<file path="config.mk">
export PLATFORM = sky130hd
export DESIGN_NAME = ic_7474
export DESIGN_NICKNAME = d
export VERILOG_FILES = /design/src/rtl/ic_7474_pkg.sv /design/src/rtl/ic_7474_ff.sv /design/src/rtl/ic_7474.sv
export SDC_FILE = /design/constraint.sdc
export NUM_CORES = 1
export LEC_CHECK = 0
export CAP_MARGIN = 20
export CORE_AREA = 5 5 42 44
export DETAILED_ROUTE_END_ITERATION = 10
export DIE_AREA = 0 0 47 49
export DONT_BUFFER_PORTS = 1
export PLACE_DENSITY = 0.3
export REMOVE_ABC_BUFFERS = 1
export SLEW_MARGIN = 20
export SYNTH_ARGS = -nofsm -noshare
export SYNTH_HDL_FRONTEND = slang
export SYNTH_SLANG_ARGS = --single-unit
</file>
<file path="constraint.sdc">
create_clock -name clk -period 1.05 [get_ports clk]
set_input_delay 0.21 -clock clk [delete_from_list [all_inputs] [get_ports clk]]
set_output_delay 0.21 -clock clk [all_outputs]
set_load 0.01 [all_outputs]
</file>
<file path="src/rtl/ic_7474_pkg.sv">
// ic_7474_pkg
// Shared constants for the dual D flip-flop block:
//   - reset values of the output registers and of the previous-CP register
//   - inactive (idle) pin values loaded into the input synchronizers on reset
//   - the legal values of the SYNC_STAGES parameter
//   - pins_t, the packed bundle of one channel's pin inputs
package ic_7474_pkg;

    localparam logic Q_RST       = 1'b0;
    localparam logic NQ_RST      = 1'b1;
    localparam logic CP_PREV_RST = 1'b1;

    // Inactive pin values seen by the synchronizers after reset.
    localparam logic SD_RST = 1'b1;
    localparam logic RD_RST = 1'b1;
    localparam logic D_RST  = 1'b0;

    // Legal synchronizer depths.
    localparam int SYNC_STAGES_NONE  = 0;
    localparam int SYNC_STAGES_TWO   = 2;
    localparam int SYNC_STAGES_THREE = 3;

    typedef struct packed {
        logic cp;
        logic d;
        logic sd;
        logic rd;
    } pins_t;

    // CP resets high, like the previous-CP register, so that a CP pin held
    // high through reset release never looks like a rising edge.
    localparam pins_t PINS_RST = '{cp: CP_PREV_RST, d: D_RST, sd: SD_RST, rd: RD_RST};

endpackage

</file>
<file path="src/rtl/ic_7474_ff.sv">
// ic_7474_ff
// One channel of the dual D flip-flop: optional input synchronizer,
// CP rising-edge detection, set/clear/capture priority and the registered
// Q / nQ outputs.  Everything is clocked by clk.
// Ports:
//   clk, rst        : system clock, synchronous active-high reset
//   cp, d, sd, rd   : pin inputs (sd and rd active-low)
//   q, nq           : registered true and complement outputs
module ic_7474_ff
    import ic_7474_pkg::*;
#(
    parameter int SYNC_STAGES = SYNC_STAGES_NONE
) (
    input  logic clk,
    input  logic rst,
    input  logic cp,
    input  logic d,
    input  logic sd,
    input  logic rd,
    output logic q,
    output logic nq
);

    pins_t pins_raw;
    pins_t pins_s;

    assign pins_raw = '{cp: cp, d: d, sd: sd, rd: rd};

    // All four pins travel through the same chain so D stays aligned with
    // the CP sample it is captured with.
    generate
        if (SYNC_STAGES == SYNC_STAGES_NONE) begin : g_nosync
            assign pins_s = pins_raw;
        end else begin : g_sync
            pins_t stage [SYNC_STAGES];

            always_ff @(posedge clk) begin
                if (rst) begin
                    for (int i = 0; i < SYNC_STAGES; i++) begin
                        stage[i] <= PINS_RST;
                    end
                end else begin
                    stage[0] <= pins_raw;
                    for (int i = 1; i < SYNC_STAGES; i++) begin
                        stage[i] <= stage[i-1];
                    end
                end
            end

            assign pins_s = stage[SYNC_STAGES-1];
        end
    endgenerate

    logic cp_prev;
    logic cp_rise;
    logic q_next;
    logic nq_next;

    assign cp_rise = pins_s.cp & ~cp_prev;

    // The hold case drives nq from ~q rather than from nq so that leaving
    // the both-asserted state (q=1, nq=1) settles to nq=0 on the next edge.
    // An edge arriving while set or clear is asserted is simply dropped.
    always_comb begin
        q_next  = q;
        nq_next = ~q;
        case ({pins_s.sd, pins_s.rd})
            2'b00: begin
                q_next  = 1'b1;
                nq_next = 1'b1;
            end
            2'b01: begin
                q_next  = 1'b1;
                nq_next = 1'b0;
            end
            2'b10: begin
                q_next  = 1'b0;
                nq_next = 1'b1;
            end
            default: begin
                if (cp_rise) begin
                    q_next  = pins_s.d;
                    nq_next = ~pins_s.d;
                end
            end
        endcase
    end

    always_ff @(posedge clk) begin
        if (rst) begin
            q       <= Q_RST;
            nq      <= NQ_RST;
            cp_prev <= CP_PREV_RST;
        end else begin
            q       <= q_next;
            nq      <= nq_next;
            cp_prev <= pins_s.cp;
        end
    end

endmodule

</file>
<file path="src/rtl/ic_7474.sv">
// ic_7474
// Dual positive-edge D flip-flop with active-low preset and clear, rebuilt
// as a single-clock synchronous block.  The CP pins are data inputs sampled
// by clk; a low-to-high CP transition acts as the flop's clock edge.
// Ports:
//   Q1, nQ1, Q2, nQ2     : registered outputs of channel 1 / channel 2
//   CP1, D1, SD1, RD1    : channel 1 clock, data, preset (low), clear (low)
//   CP2, D2, SD2, RD2    : channel 2 clock, data, preset (low), clear (low)
//   clk                  : system clock
//   rst                  : synchronous active-high reset
// SYNC_STAGES selects 0, 2 or 3 synchronizer flops on every pin input; the
// pin-to-output latency is SYNC_STAGES+1 clk cycles.
module ic_7474
    import ic_7474_pkg::*;
#(
    parameter int SYNC_STAGES = SYNC_STAGES_NONE
) (
    output logic Q1,
    output logic nQ1,
    input  logic CP1,
    input  logic D1,
    input  logic SD1,
    input  logic RD1,
    output logic Q2,
    output logic nQ2,
    input  logic CP2,
    input  logic D2,
    input  logic SD2,
    input  logic RD2,
    input  logic clk,
    input  logic rst
);

    ic_7474_ff #(
        .SYNC_STAGES(SYNC_STAGES)
    ) u_ff1 (
        .clk (clk),
        .rst (rst),
        .cp  (CP1),
        .d   (D1),
        .sd  (SD1),
        .rd  (RD1),
        .q   (Q1),
        .nq  (nQ1)
    );

    ic_7474_ff #(
        .SYNC_STAGES(SYNC_STAGES)
    ) u_ff2 (
        .clk (clk),
        .rst (rst),
        .cp  (CP2),
        .d   (D2),
        .sd  (SD2),
        .rd  (RD2),
        .q   (Q2),
        .nq  (nQ2)
    );

endmodule

</file>
== Word level (Yosys, flattened, before mapping) ==
Cells that the tools add are included.
W data, S select, Z words.
Storage, ports and cells
  flip-flop bits (word level): 6
  input bits: 10
  output and inout bits: 4
  word-level logic and storage cells: 34
Operators by class
  equal/unequal tests: 4
  multiplexer cells: 8
  bitwise gates (word level): 8
  reductions and logical operators: 8
Operators with widths (count)
  $pmux W1 S2: 4
  $reduce_or A2 Y1: 4
  $not A1 Y1: 6
  $reduce_bool A3 Y1: 2
  $eq A2 B1 Y1 const B: 2
  $eq A2 B2 Y1 const B: 2
  $logic_not A2 Y1: 2
  $mux W1: 4
  $and A1 B1 Y1: 2

== Longest topological paths before layout ==
Gate-level depths: netlist (run 1).
  word-level depth: 4
  depth in mapped cells: 3
  gate-level depth less buffers: 3

== Hierarchy ==
From an unflattened synthesis (run 1), not the netlist that was laid out.
Second synthesis, totals
  cell total of the unflattened synthesis: 18
  area, all modules: 220.2 um^2
Modules (own cells, without submodules)
  ic_7474_ff: times used 2, cells an instance 9, area an instance 110.1 um^2, seq. area each 60.1 um^2

== Worst setup path before layout (run 1) ==
Ideal clock, no wire load.
  kind: register to register
  from: reg u_ff1.cp_prev
  to: reg u_ff1.q
  library setup time: 127 ps
  arrival time: 699 ps
  required time: 923 ps
  slack: 224 ps
  cell stages (with the launch flop): 4
  path buffers: 0
  period minus slack after synthesis: 826 ps
  cells stage by stage: dfxtp_1 -> nor2b_4 -> mux2i_1 -> o22ai_1
On the way
  word-level cells in the longest chain between the ends: 3
Ends and longest elaborated chain
  from (decl): line ic_7474_ff.sv:54  | logic cp_prev;
  from (signal assigned): line ic_7474_ff.sv:97  | cp_prev <= pins_s.cp;
  $not A1 Y1: line ic_7474_ff.sv:59  | assign cp_rise = pins_s.cp & ~cp_prev;
  $and A1 B1 Y1: line ic_7474_ff.sv:59
  $reduce_bool A3 Y1 (no source line)
  to (signal assigned): line ic_7474_ff.sv:95  | q <= q_next;
  to (decl): line ic_7474_ff.sv:20  | output logic q,
No other way between the ends.
A chain may end at the register's enable or synchronous reset.

== Worst setup path in the final report (run 1) ==
Ends and elaborated chain as after synthesis.

==> results of run 1 <==
==> logic make-up (layout without fill, tap and decap cells) <==
| family | after synthesis | count (layout) | share of synthesized area (%) |
|---|---|---|---|
| flops | 6 | 6 | 54.5 |
| buf+inv | 0 | 3 | 0 |
| compound gates | 4 | 4 | 12.5 |
| simple gates | 6 | 6 | 23.9 |
| mux | 2 | 2 | 9.09 |
==> cell usage after synthesis <==
library cell / n
dfxtp_1: 6
a21o_1: 2
mux2i_1: 2
nand2b_1: 2
nor2b_4: 2
o22ai_1: 2
or2_2: 2
==> power by group <==
group | leakage (nW) | switching (mW) | internal (mW)
logic | 0.0378 | 0.00983 | 0.0190
clock network | 0.0138 | 0.0770 | 0.129
registers | 0.0501 | 0.0137 | 0.244
total | 0.102 | 0.101 | 0.392
==> worst max-delay path, stage by stage, from the launching register on <==
cell and delay (ps):
dfxtp_1 310, nor2b_4 100, mux2i_1 250, o22ai_1 120
==> cell type report <==
type | instances | area [sq um]
Fill cell | 167 | 1140
Clock buffer | 3 | 22.5
Tap cell | 16 | 20.0
Sequential cell | 6 | 120
Multi-Input combinational cell | 12 | 100
==> final timing paths <==
| kind | cells past startpoint | from | endpoint | slack (ps) |
|---|---|---|---|---|
| worst max-delay path | 3 | u_ff1.cp_prev | u_ff1.q | 140 |
| worst min-delay path | 1 | rst | u_ff2.q | 70 |
| worst max register to register | 3 | u_ff1.cp_prev | u_ff1.q | 140 |
| worst min register to register | 2 | u_ff2.q | u_ff2.q | 640 |
==> through the flow <==
stage	worst slack, ps	util [%]
2_1_floorplan	224	-
3_3_place_gp	175	17.1
3_5_place_dp	143	17.1
4_1_cts	136	18.8
5_1_grt	70.2	18.8
6_report	144	18.8
==> cell usage in the layout (no fill, tap or decap) <==
cell,instances
nor2b_4,2
nand2b_1,2
dfxtp_1,6
clkbuf_4,3
or2_2,2
a21o_1,2
o22ai_1,2
mux2i_1,2
==> routing by layer <==
metal | part of all wire, % | GRT usage, %
met1 | 30 | 3.08
met2 | 59 | 6.79
met3 | 11 | 3.32
met4 | 0.90 | 6.91
met5 | 0 | 0
==> flip-flops by register name, summed over array words and instances, names as in the netlist <==
| signal | count |
|---|---|
| u_ff2.nq | 1 |
| u_ff1.cp_prev | 1 |
| u_ff1.nq | 1 |
| u_ff1.q | 1 |
| u_ff2.q | 1 |
| u_ff2.cp_prev | 1 |
==> summary.txt, run 1 <==
Clock network
  – Later-pin clock latency in the skew report: between 200 and 250 ps
  – Clock root buffer: clkbuf_4
  – CTS buffer count: 3
  – CTS tree: yes
  – Number of gates resized after cts: 0
  – CTS Hold Bufs: 0
  – Max H-tree Level: 1
  – Clock buffer depth: 2
  – CTS Sinks: 6
  – Post-CTS Setup Inserts: 0
  – Clk pin slew, worst setup/hold paths: approximately 40 ps

Final layout
  – Post-route cell area: 263 sq um
  – Synth-to-Final Area Change: 19.3%
  – Layout cells sized above 1: 33.3%
  – Finished Layout Cells: 37
  – Final net count: 33
  – Antenna diodes: 0

Job
  – Max-cap violation count: 0

Pwr
  – Tot Pwr: 0.492 mW
  – Leak pwr: 0.102 nW
  – Peak supply drop: 0.464 mV
  – Pwr dens: 1870 nW/um^2

Route
  – Final WL: 445 um
  – 1st-pass router iterations: 1
  – Iteration-0 DRC Markers: 0
  – Vias/cell: 3.84
  – Routed WL per cell: 12.0 um
  – Via count: 142
  – DRT antenna net count: 0
  – Drt drc: 0

Critical path
  – Critical-path maximum fanout: 2
  – Worst setup SP type: flip-flop
  – CP endpoint kind: flip-flop
  – CP required: 1160 ps
  – CP arrival: ~1000 ps
  – Crit Path Class: flip-flop to flip-flop

STA
  – Setup Viol. Count Final: 0
  – Worst slew margin: 85.7%
  – Fin. Hold Viols: 0
  – Final hold slack: between 70 and 80 ps
  – Max Slew Vio Count: 0
  – Layout Skew: 0.0756 ps
  – Final min period: 906 ps
  – Tcrit/Tclk final: 86.3%
  – Setup_tns: 0 ps
  – Max Freq: 1.10 GHz
  – RSZ-0062 raised after global routing: false
  – Worst slew pin tran: 208 ps

Die
  – IO Pins: 14
  – Starting density of the core: between 15 and 20%
  – Die width: 47 um
  – Core Area: ~1400 sq um
  – Cell Rows: 14
  – DIE AREA: 2300 sq um
  – Chip height: 49 um

Global routing
  – Grt ovf: 0
  – Initial antenna violation count: 0
  – Largest net degree at the start of global routing: 7
  – First-pass GRT wire length: 690 um
  – Vias in the first global route: ~170
  – Total GRT Usage: 4.79%

Placed design
  – Dpl cells: 34
  – Number of port buffers: 0
  – RD Place Congestion: 0.561
  – Dpl hpwl: 374 um
  – DP Area: 240 sq um

Synth
  – Largest area contributor in the netlist: dfxtp_1
  – Post-synth top area share: between 50% and 60%
  – Synthesis-stage register bit count: 6
  – Synth cell types: 7
  – Yosys warns: 0
  – Cells after Synth: 18
  – Syn Std Cell Area: between 200 and 250 sq um
  – Seq/Total Area, Yosys: 54.5%
  – Syn Area/Cell: between 10 and 15 sq um
  – Synth top area cells: dfxtp_1, nor2b_4, mux2i_1, a21o_1, nand2b_1

Outcome
  – Status: completed

Worst hold path
  – Hold Crit Class: input port to flip-flop
No activity file was read; power rests on OpenSTA's default activity.
==> run 2: changes to the inputs <==
CTS_CLUSTER_SIZE = 40   (was unset)
==> results of run 2 <==
Same layout as run 1: the final DEF is identical, and so are final timing and power.
==> run 3: changes to the inputs <==
RECOVER_POWER = 25   (was unset)
==> results of run 3 <==
Same layout as run 1: the final DEF is identical, and so are final timing and power.
